[src/rtl/multicycle_control.sv]
// Purpose: multicycle CPU control FSM with memory-wait timeout, sticky fault and retire counter.
// Latency: one state per clock; datapath controls decode combinationally from the current state.
// Backpressure: MemReady stalls FETCH/MEMREAD/MEMWRITE; a stall of MEM_TIMEOUT cycles halts with Fault.
module multicycle_control #(
  parameter int unsigned MEM_TIMEOUT = 15
) (
  input  logic        clk,
  input  logic        reset,
  input  logic [6:0]  Opcode,
  input  logic        MemReady,
  output logic        PCWrite,
  output logic        PCWriteCond,
  output logic        PCSource,
  output logic        IorD,
  output logic        MemRead,
  output logic        MemWrite,
  output logic        IRWrite,
  output logic        RegWrite,
  output logic        MemtoReg,
  output logic        ALUSrcA,
  output logic [1:0]  ALUSrcB,
  output logic [1:0]  ALUOp,
  output logic [3:0]  State,
  output logic        Fault,
  output logic [15:0] RetireCount
);

  typedef enum logic [3:0] {
    S_FETCH    = 4'd0,
    S_DECODE   = 4'd1,
    S_MEMADDR  = 4'd2,
    S_MEMREAD  = 4'd3,
    S_MEMWB    = 4'd4,
    S_MEMWRITE = 4'd5,
    S_EXECUTE  = 4'd6,
    S_ALUWB    = 4'd7,
    S_BRANCH   = 4'd8,
    S_HALT     = 4'd9
  } state_t;

  localparam logic [6:0] OP_LOAD   = 7'b0000011;
  localparam logic [6:0] OP_STORE  = 7'b0100011;
  localparam logic [6:0] OP_RTYPE  = 7'b0110011;
  localparam logic [6:0] OP_BRANCH = 7'b1100011;

  // Last wait-count value tolerated before a missing MemReady becomes a fault.
  localparam logic [7:0] WAIT_LAST = 8'(MEM_TIMEOUT - 1);

  state_t      state_q, state_d;
  logic [7:0]  wait_q, wait_d;
  logic        fault_q, fault_set;
  logic [15:0] retire_cnt;
  logic        retire_inc;
  logic        in_wait;
  logic        timeout;

  assign State       = state_q;
  assign Fault       = fault_q;
  assign RetireCount = retire_cnt;

  // Memory-facing states count stalled cycles; MemReady in the final cycle still wins.
  assign in_wait = (state_q == S_FETCH) || (state_q == S_MEMREAD) || (state_q == S_MEMWRITE);
  assign timeout = in_wait && !MemReady && (wait_q == WAIT_LAST);

  // Register state, wait counter, sticky fault and retire counter; reset overrides everything.
  always_ff @(posedge clk) begin
    if (reset) begin
      state_q    <= S_FETCH;
      wait_q     <= 8'd0;
      fault_q    <= 1'b0;
      retire_cnt <= 16'd0;
    end else begin
      state_q <= state_d;
      wait_q  <= wait_d;
      if (fault_set) begin
        fault_q <= 1'b1;
      end
      if (retire_inc) begin
        retire_cnt <= retire_cnt + 16'd1;
      end
    end
  end

  // Next-state selection, fault detection and retirement detection.
  always_comb begin
    state_d    = state_q;
    fault_set  = 1'b0;
    retire_inc = 1'b0;
    case (state_q)
      S_FETCH: begin
        if (MemReady) begin
          state_d = S_DECODE;
        end else if (timeout) begin
          state_d   = S_HALT;
          fault_set = 1'b1;
        end
      end
      S_DECODE: begin
        case (Opcode)
          OP_LOAD, OP_STORE: state_d = S_MEMADDR;
          OP_RTYPE:          state_d = S_EXECUTE;
          OP_BRANCH:         state_d = S_BRANCH;
          default: begin
            state_d   = S_HALT;
            fault_set = 1'b1;
          end
        endcase
      end
      S_MEMADDR: state_d = (Opcode == OP_LOAD) ? S_MEMREAD : S_MEMWRITE;
      S_MEMREAD: begin
        if (MemReady) begin
          state_d = S_MEMWB;
        end else if (timeout) begin
          state_d   = S_HALT;
          fault_set = 1'b1;
        end
      end
      S_MEMWB: begin
        state_d    = S_FETCH;
        retire_inc = 1'b1;
      end
      S_MEMWRITE: begin
        if (MemReady) begin
          state_d    = S_FETCH;
          retire_inc = 1'b1;
        end else if (timeout) begin
          state_d   = S_HALT;
          fault_set = 1'b1;
        end
      end
      S_EXECUTE: state_d = S_ALUWB;
      S_ALUWB: begin
        state_d    = S_FETCH;
        retire_inc = 1'b1;
      end
      S_BRANCH: begin
        state_d    = S_FETCH;
        retire_inc = 1'b1;
      end
      S_HALT:  state_d = S_HALT;
      default: state_d = S_FETCH;
    endcase

    // Any state change is an entry into a new state, which restarts the wait count.
    if (state_d != state_q) begin
      wait_d = 8'd0;
    end else if (in_wait && !MemReady) begin
      wait_d = wait_q + 8'd1;
    end else begin
      wait_d = wait_q;
    end
  end

  // Datapath control decode from the current state; only FETCH looks at MemReady.
  always_comb begin
    PCWrite     = 1'b0;
    PCWriteCond = 1'b0;
    PCSource    = 1'b0;
    IorD        = 1'b0;
    MemRead     = 1'b0;
    MemWrite    = 1'b0;
    IRWrite     = 1'b0;
    RegWrite    = 1'b0;
    MemtoReg    = 1'b0;
    ALUSrcA     = 1'b0;
    ALUSrcB     = 2'b00;
    ALUOp       = 2'b00;
    case (state_q)
      S_FETCH: begin
        MemRead = 1'b1;
        ALUSrcB = 2'b01;
        IRWrite = MemReady;
        PCWrite = MemReady;
      end
      S_DECODE: begin
        ALUSrcB = 2'b10;
      end
      S_MEMADDR: begin
        ALUSrcA = 1'b1;
        ALUSrcB = 2'b10;
      end
      S_MEMREAD: begin
        MemRead = 1'b1;
        IorD    = 1'b1;
      end
      S_MEMWB: begin
        RegWrite = 1'b1;
        MemtoReg = 1'b1;
      end
      S_MEMWRITE: begin
        MemWrite = 1'b1;
        IorD     = 1'b1;
      end
      S_EXECUTE: begin
        ALUSrcA = 1'b1;
        ALUOp   = 2'b10;
      end
      S_ALUWB: begin
        RegWrite = 1'b1;
      end
      S_BRANCH: begin
        ALUSrcA     = 1'b1;
        ALUOp       = 2'b01;
        PCWriteCond = 1'b1;
        PCSource    = 1'b1;
      end
      default: begin
      end
    endcase
  end

endmodule
[config.mk]
export PLATFORM = sky130hd
export DESIGN_NAME = multicycle_control
export DESIGN_NICKNAME = d
export VERILOG_FILES = /design/src/rtl/multicycle_control.sv
export SDC_FILE = /design/constraint.sdc
export NUM_CORES = 1
export LEC_CHECK = 0
export ABC_AREA = 1
export CAP_MARGIN = 40
export CORE_MARGIN = 8
export CORE_UTILIZATION = 35
export CTS_CLUSTER_SIZE = 30
export DETAILED_ROUTE_END_ITERATION = 6
export DONT_BUFFER_PORTS = 1
export MAX_ROUTING_LAYER = met4
export PLACE_DENSITY = 0.61
export SKIP_CTS_REPAIR_TIMING = 1
export SLEW_MARGIN = 25
export SYNTH_ARGS = -nofsm -noshare
export SYNTH_HDL_FRONTEND = slang
export SYNTH_SLANG_ARGS = --single-unit
[constraint.sdc]
create_clock -name clk -period 3.89 [get_ports clk]
set_input_delay 1.167 -clock clk [delete_from_list [all_inputs] [get_ports clk]]
set_output_delay 1.167 -clock clk [all_outputs]
set_load 0.02 [all_outputs]
Word-level counts from Yosys, hierarchy flattened
Cells that the tools add are included.

Add/subtract/negate cells: 2. Eq/ne operators: 15. Muxes and demuxes: 23. Reduce and logical (&&, ||, !) cells: 16.

Operators with widths (count): $pmux 4 s7 (1); $add 16x1->16 const B (1); $eq 4x3->1 const B (4); $mux 4 (4); $eq 7x6->1 const B (2); $mux 1 (12); $pmux 4 s3 (1); $reduce_or 2->1 (6); $reduce_or 3->1 (3); $add 8x1->8 const B (1); $eq 4x2->1 const B (2); $eq 4x4->1 const B (2); $eq 8x4->1 const B (1); $pmux 2 s2 (2); $eq 7x2->1 const B (1); $eq 7x7->1 const B (1); $eq 4x1->1 const B (1); $logic_not 4->1 (1); $ne 4x4->1 (1); $pmux 1 s2 (2); $reduce_or 4->1 (1); $mux 3 (1); $logic_and 1x1->1 (2); $logic_or 1x1->1 (2); $logic_not 1->1 (1).

Bits in registers: 29. Bits of input ports: 10. Output and inout port bits: 35. Word-level logic and storage cells: 60.

Logic depth before layout (Yosys ltp)
Depth in word-level cells: 10. Gate-level depth with buffers: 14. Mapped depth without buffers: 13.

Worst setup path after synthesis
Ideal clock, no wire load.

Kind: input -> output. Start point: input port MemReady. End point: output port PCWrite. Arrival: 1.591 ns. Required time: 2.723 ns. Slack: 1.132 ns. Stages: 3. Buffers on the path: 1. Cells stage by stage: nand3_1 > inv_1 > buf_4.

Longest elaborated chain between the ends: 1.

Ends and longest elaborated chain: start, declared (RTL line 10) `input logic MemReady,`; $mux 1; end, declared (RTL line 11) `output logic PCWrite,`.

No other way between the ends.

Final worst setup path
Start point: register state_q[3] (netlist: State[3]). End point: output port ALUOp[0].

Longest elaborated chain between the ends: 2.

Ends and longest elaborated chain: start, declared (RTL line 49) `state_t state_q, state_d;`; start signal, assigned (RTL line 73) `state_q <= state_d;`; $eq 4x4->1 / $eq 4x3->1 (equally long branches) (RTL line 168) `case (state_q)`; $pmux 2 s2 (*) (RTL line 168); end, declared (RTL line 22) `output logic [1:0] ALUOp,`.

Mark *: on every way between the ends. The rest lies on a longest branch, timed or not.

==> out/qor.txt <==
gr usage total: 0.1120
P_sw: 0.2003 mW
cell taking the most area after synthesis: dfxtp_1
vias per inst: 4.653
Final Hold Viols: 0
kind of critical path: reg2out
crit end category: output pin
Seq/Total Area, Yosys: 0.3198
syn_area_per_cell: 6.415 um2
maxcap violations: 0
pins over their slew limit: 0
relative slew slack: 0.5588
combinational power share: 0.155
crit-path max FO: 5
flops & latches, synth: 29
Worst Hold Slack: 0.5464 ns
gpl congestion: 0.8082
setup TNS: 0 ns
ANT nets after route: 0
Final Power: 0.6532 mW
CTS sink cnt: 29
final setup fails: 0
H-tree Lvls: 2
die width: 88.02 um
fraction of layout cells with a size suffix above 1: 0.1479
CTS buffer count: 5
share of the synthesized area in the top cell type: 0.3198
Root Buffer: clkbuf_8
Initial Util: 0.3600
final WL: 4.085 mm
Startpoint Class: register
Clock Latency Late Sink: 0.28 ns
vias in the first global route: 1,490
RSZ-0062 raised after global routing: no
Crit path required time: 2.72 ns
global-route wire length before repair: 6.803 mm
post-synthesis net count: 296
Die Footprint: 0.007748 mm2
outcome: finished clean
final cell count without fillers: 354
initial antenna violation count: 0
peak supply drop: 0.0001356 V
via count: 1,647
port buffer count: 0
area post-placement: 0.001861 mm2
Fillers: 580
Detail Placement HPWL: 3.231 mm
Tmin final: 2.827 ns
Synth Warn #: 0
DP Worst Slack: 1.181 ns
# rows: 26
first drt pass iteration count: 4
IO Pins: 45
routed length per instance: 11.54 um
Synth-to-Final Area Change: 7.029%
crit path DAT: 1.66 ns
P per Cell Area: 336.1 mW/mm2
post-layout util: 0.3854
Worst-path clk slew: 0.06 ns
ANT cells: 0
Tcrit/Tclk final: 0.7268
Clk network pwr share: 0.354
most frequent cells in the layout: nand2_1 (67), inv_1 (40), dfxtp_1 (29)
chip height: 88.02 um
TritonCTS clock tree: yes
design area: 0.001943 mm2
largest cells by area after synthesis: dfxtp_1 (32%), nand2_1 (14%), inv_1 (8.3%)
slew at the pin closest to its max-slew limit: 0.6568 ns
sequential share of power: 0.490
Clock Path Buffers: 2
CORE AREA: 0.005042 mm2
final net count: 296
commonest non-fill, non-tap cell in the layout: nand2_1
setup ws final: 1.063 ns
largest net degree at the start of global routing: 14
total leakage power: 0.8999 nW
Post-Synthesis Cells: 283
DRC viols: 0
global route overflow: 0
cell total after placement: 346
DR iter-0 viols: 44
EDFF count, synth: 0
Max Freq: 0.3537 GHz
internal power: 0.4529 mW
switch share: 0.3066
Yosys cell types: 28
Top FF cell, synth: dfxtp_1
Hold Path Class: reg2reg
final worst clock skew: 0.01130 ns
ys async rst share: 0
Post-Syn Area: 0.001815 mm2
==> kinds of logic (layout without fill, tap and decap cells) <==
kind of cell | Yosys count | after routing | synth area share
compound gates | 34 | 34 | 0.09718
xor+xnor | 9 | 9 | 0.04342
fa+ha+maj | 3 | 3 | 0.02068
buf+inv | 57 | 58 | 0.1268
flops | 29 | 29 | 0.3198
simple gates | 151 | 151 | 0.3921
==> routing by layer <==
layer  vias to the layer above  global-route usage  wire length [um]
met5                         -                   -                 0
met4                         0             0.04608                62
met2                        47              0.1792              1841
met1                       709              0.1251              1827
met3                         5             0.03752               353
li1                        886                   -                 -
==> sequential cells by signal (all words and copies together) (netlist names) <==
register / cells
State: 4
wait_q: 8
RetireCount: 16
Fault: 1
==> cell type report <==
class / count / area [um2] / area share
Multi-Input combinational cell: 197 / 1005 / 0.5171
Tap cell: 70 / 87.58 / 0.04507
Clock buffer: 6 / 72.57 / 0.03735
Inverter: 50 / 187.7 / 0.09659
Clock inverter: 2 / 10.01 / 0.005151
Sequential cell: 29 / 580.6 / 0.2988
==> synthesized netlist by cell type (6+ instances only) <==
master	n
nand2_1	67
inv_1	40
dfxtp_1	29
nor2_1	23
nand3_1	22
a21oi_1	20
nor2_2	14
inv_2	9
xor2_1	8
nand2_2	7
nor3_1	7
o21ai_1	6
==> power by group through the flow <==
stage	Clock, mW	Combinational [mW]	Sequential, mW
floorplan	0	0.0975	0.321
global placement	0	0.102	0.327
detailed placement	0	0.102	0.328
CTS	0.239	0.103	0.321
global route	0.252	0.114	0.322
finish	0.231	0.102	0.320
==> path summary, 6_finish.rpt <==
kind / cells past startpoint / slack (ns) / start / endpoint
setup / recovery: 4 / 1.06 / State[3] / ALUOp[0]
setup reg to reg: 11 / 1.67 / State[0] / RetireCount[14]
hold reg to reg: 2 / 0.55 / wait_q[7] / wait_q[7]
hold / removal: 2 / 0.55 / wait_q[7] / wait_q[7]
==> worst max-delay path, stage by stage (launching register included) <==
cell and delay (ns):
dfxtp_1 0.60, inv_2 0.12, nor2_1 0.13, nand2_1 0.12, inv_1 0.41
Note: power is estimated with default switching activity, not from simulation.
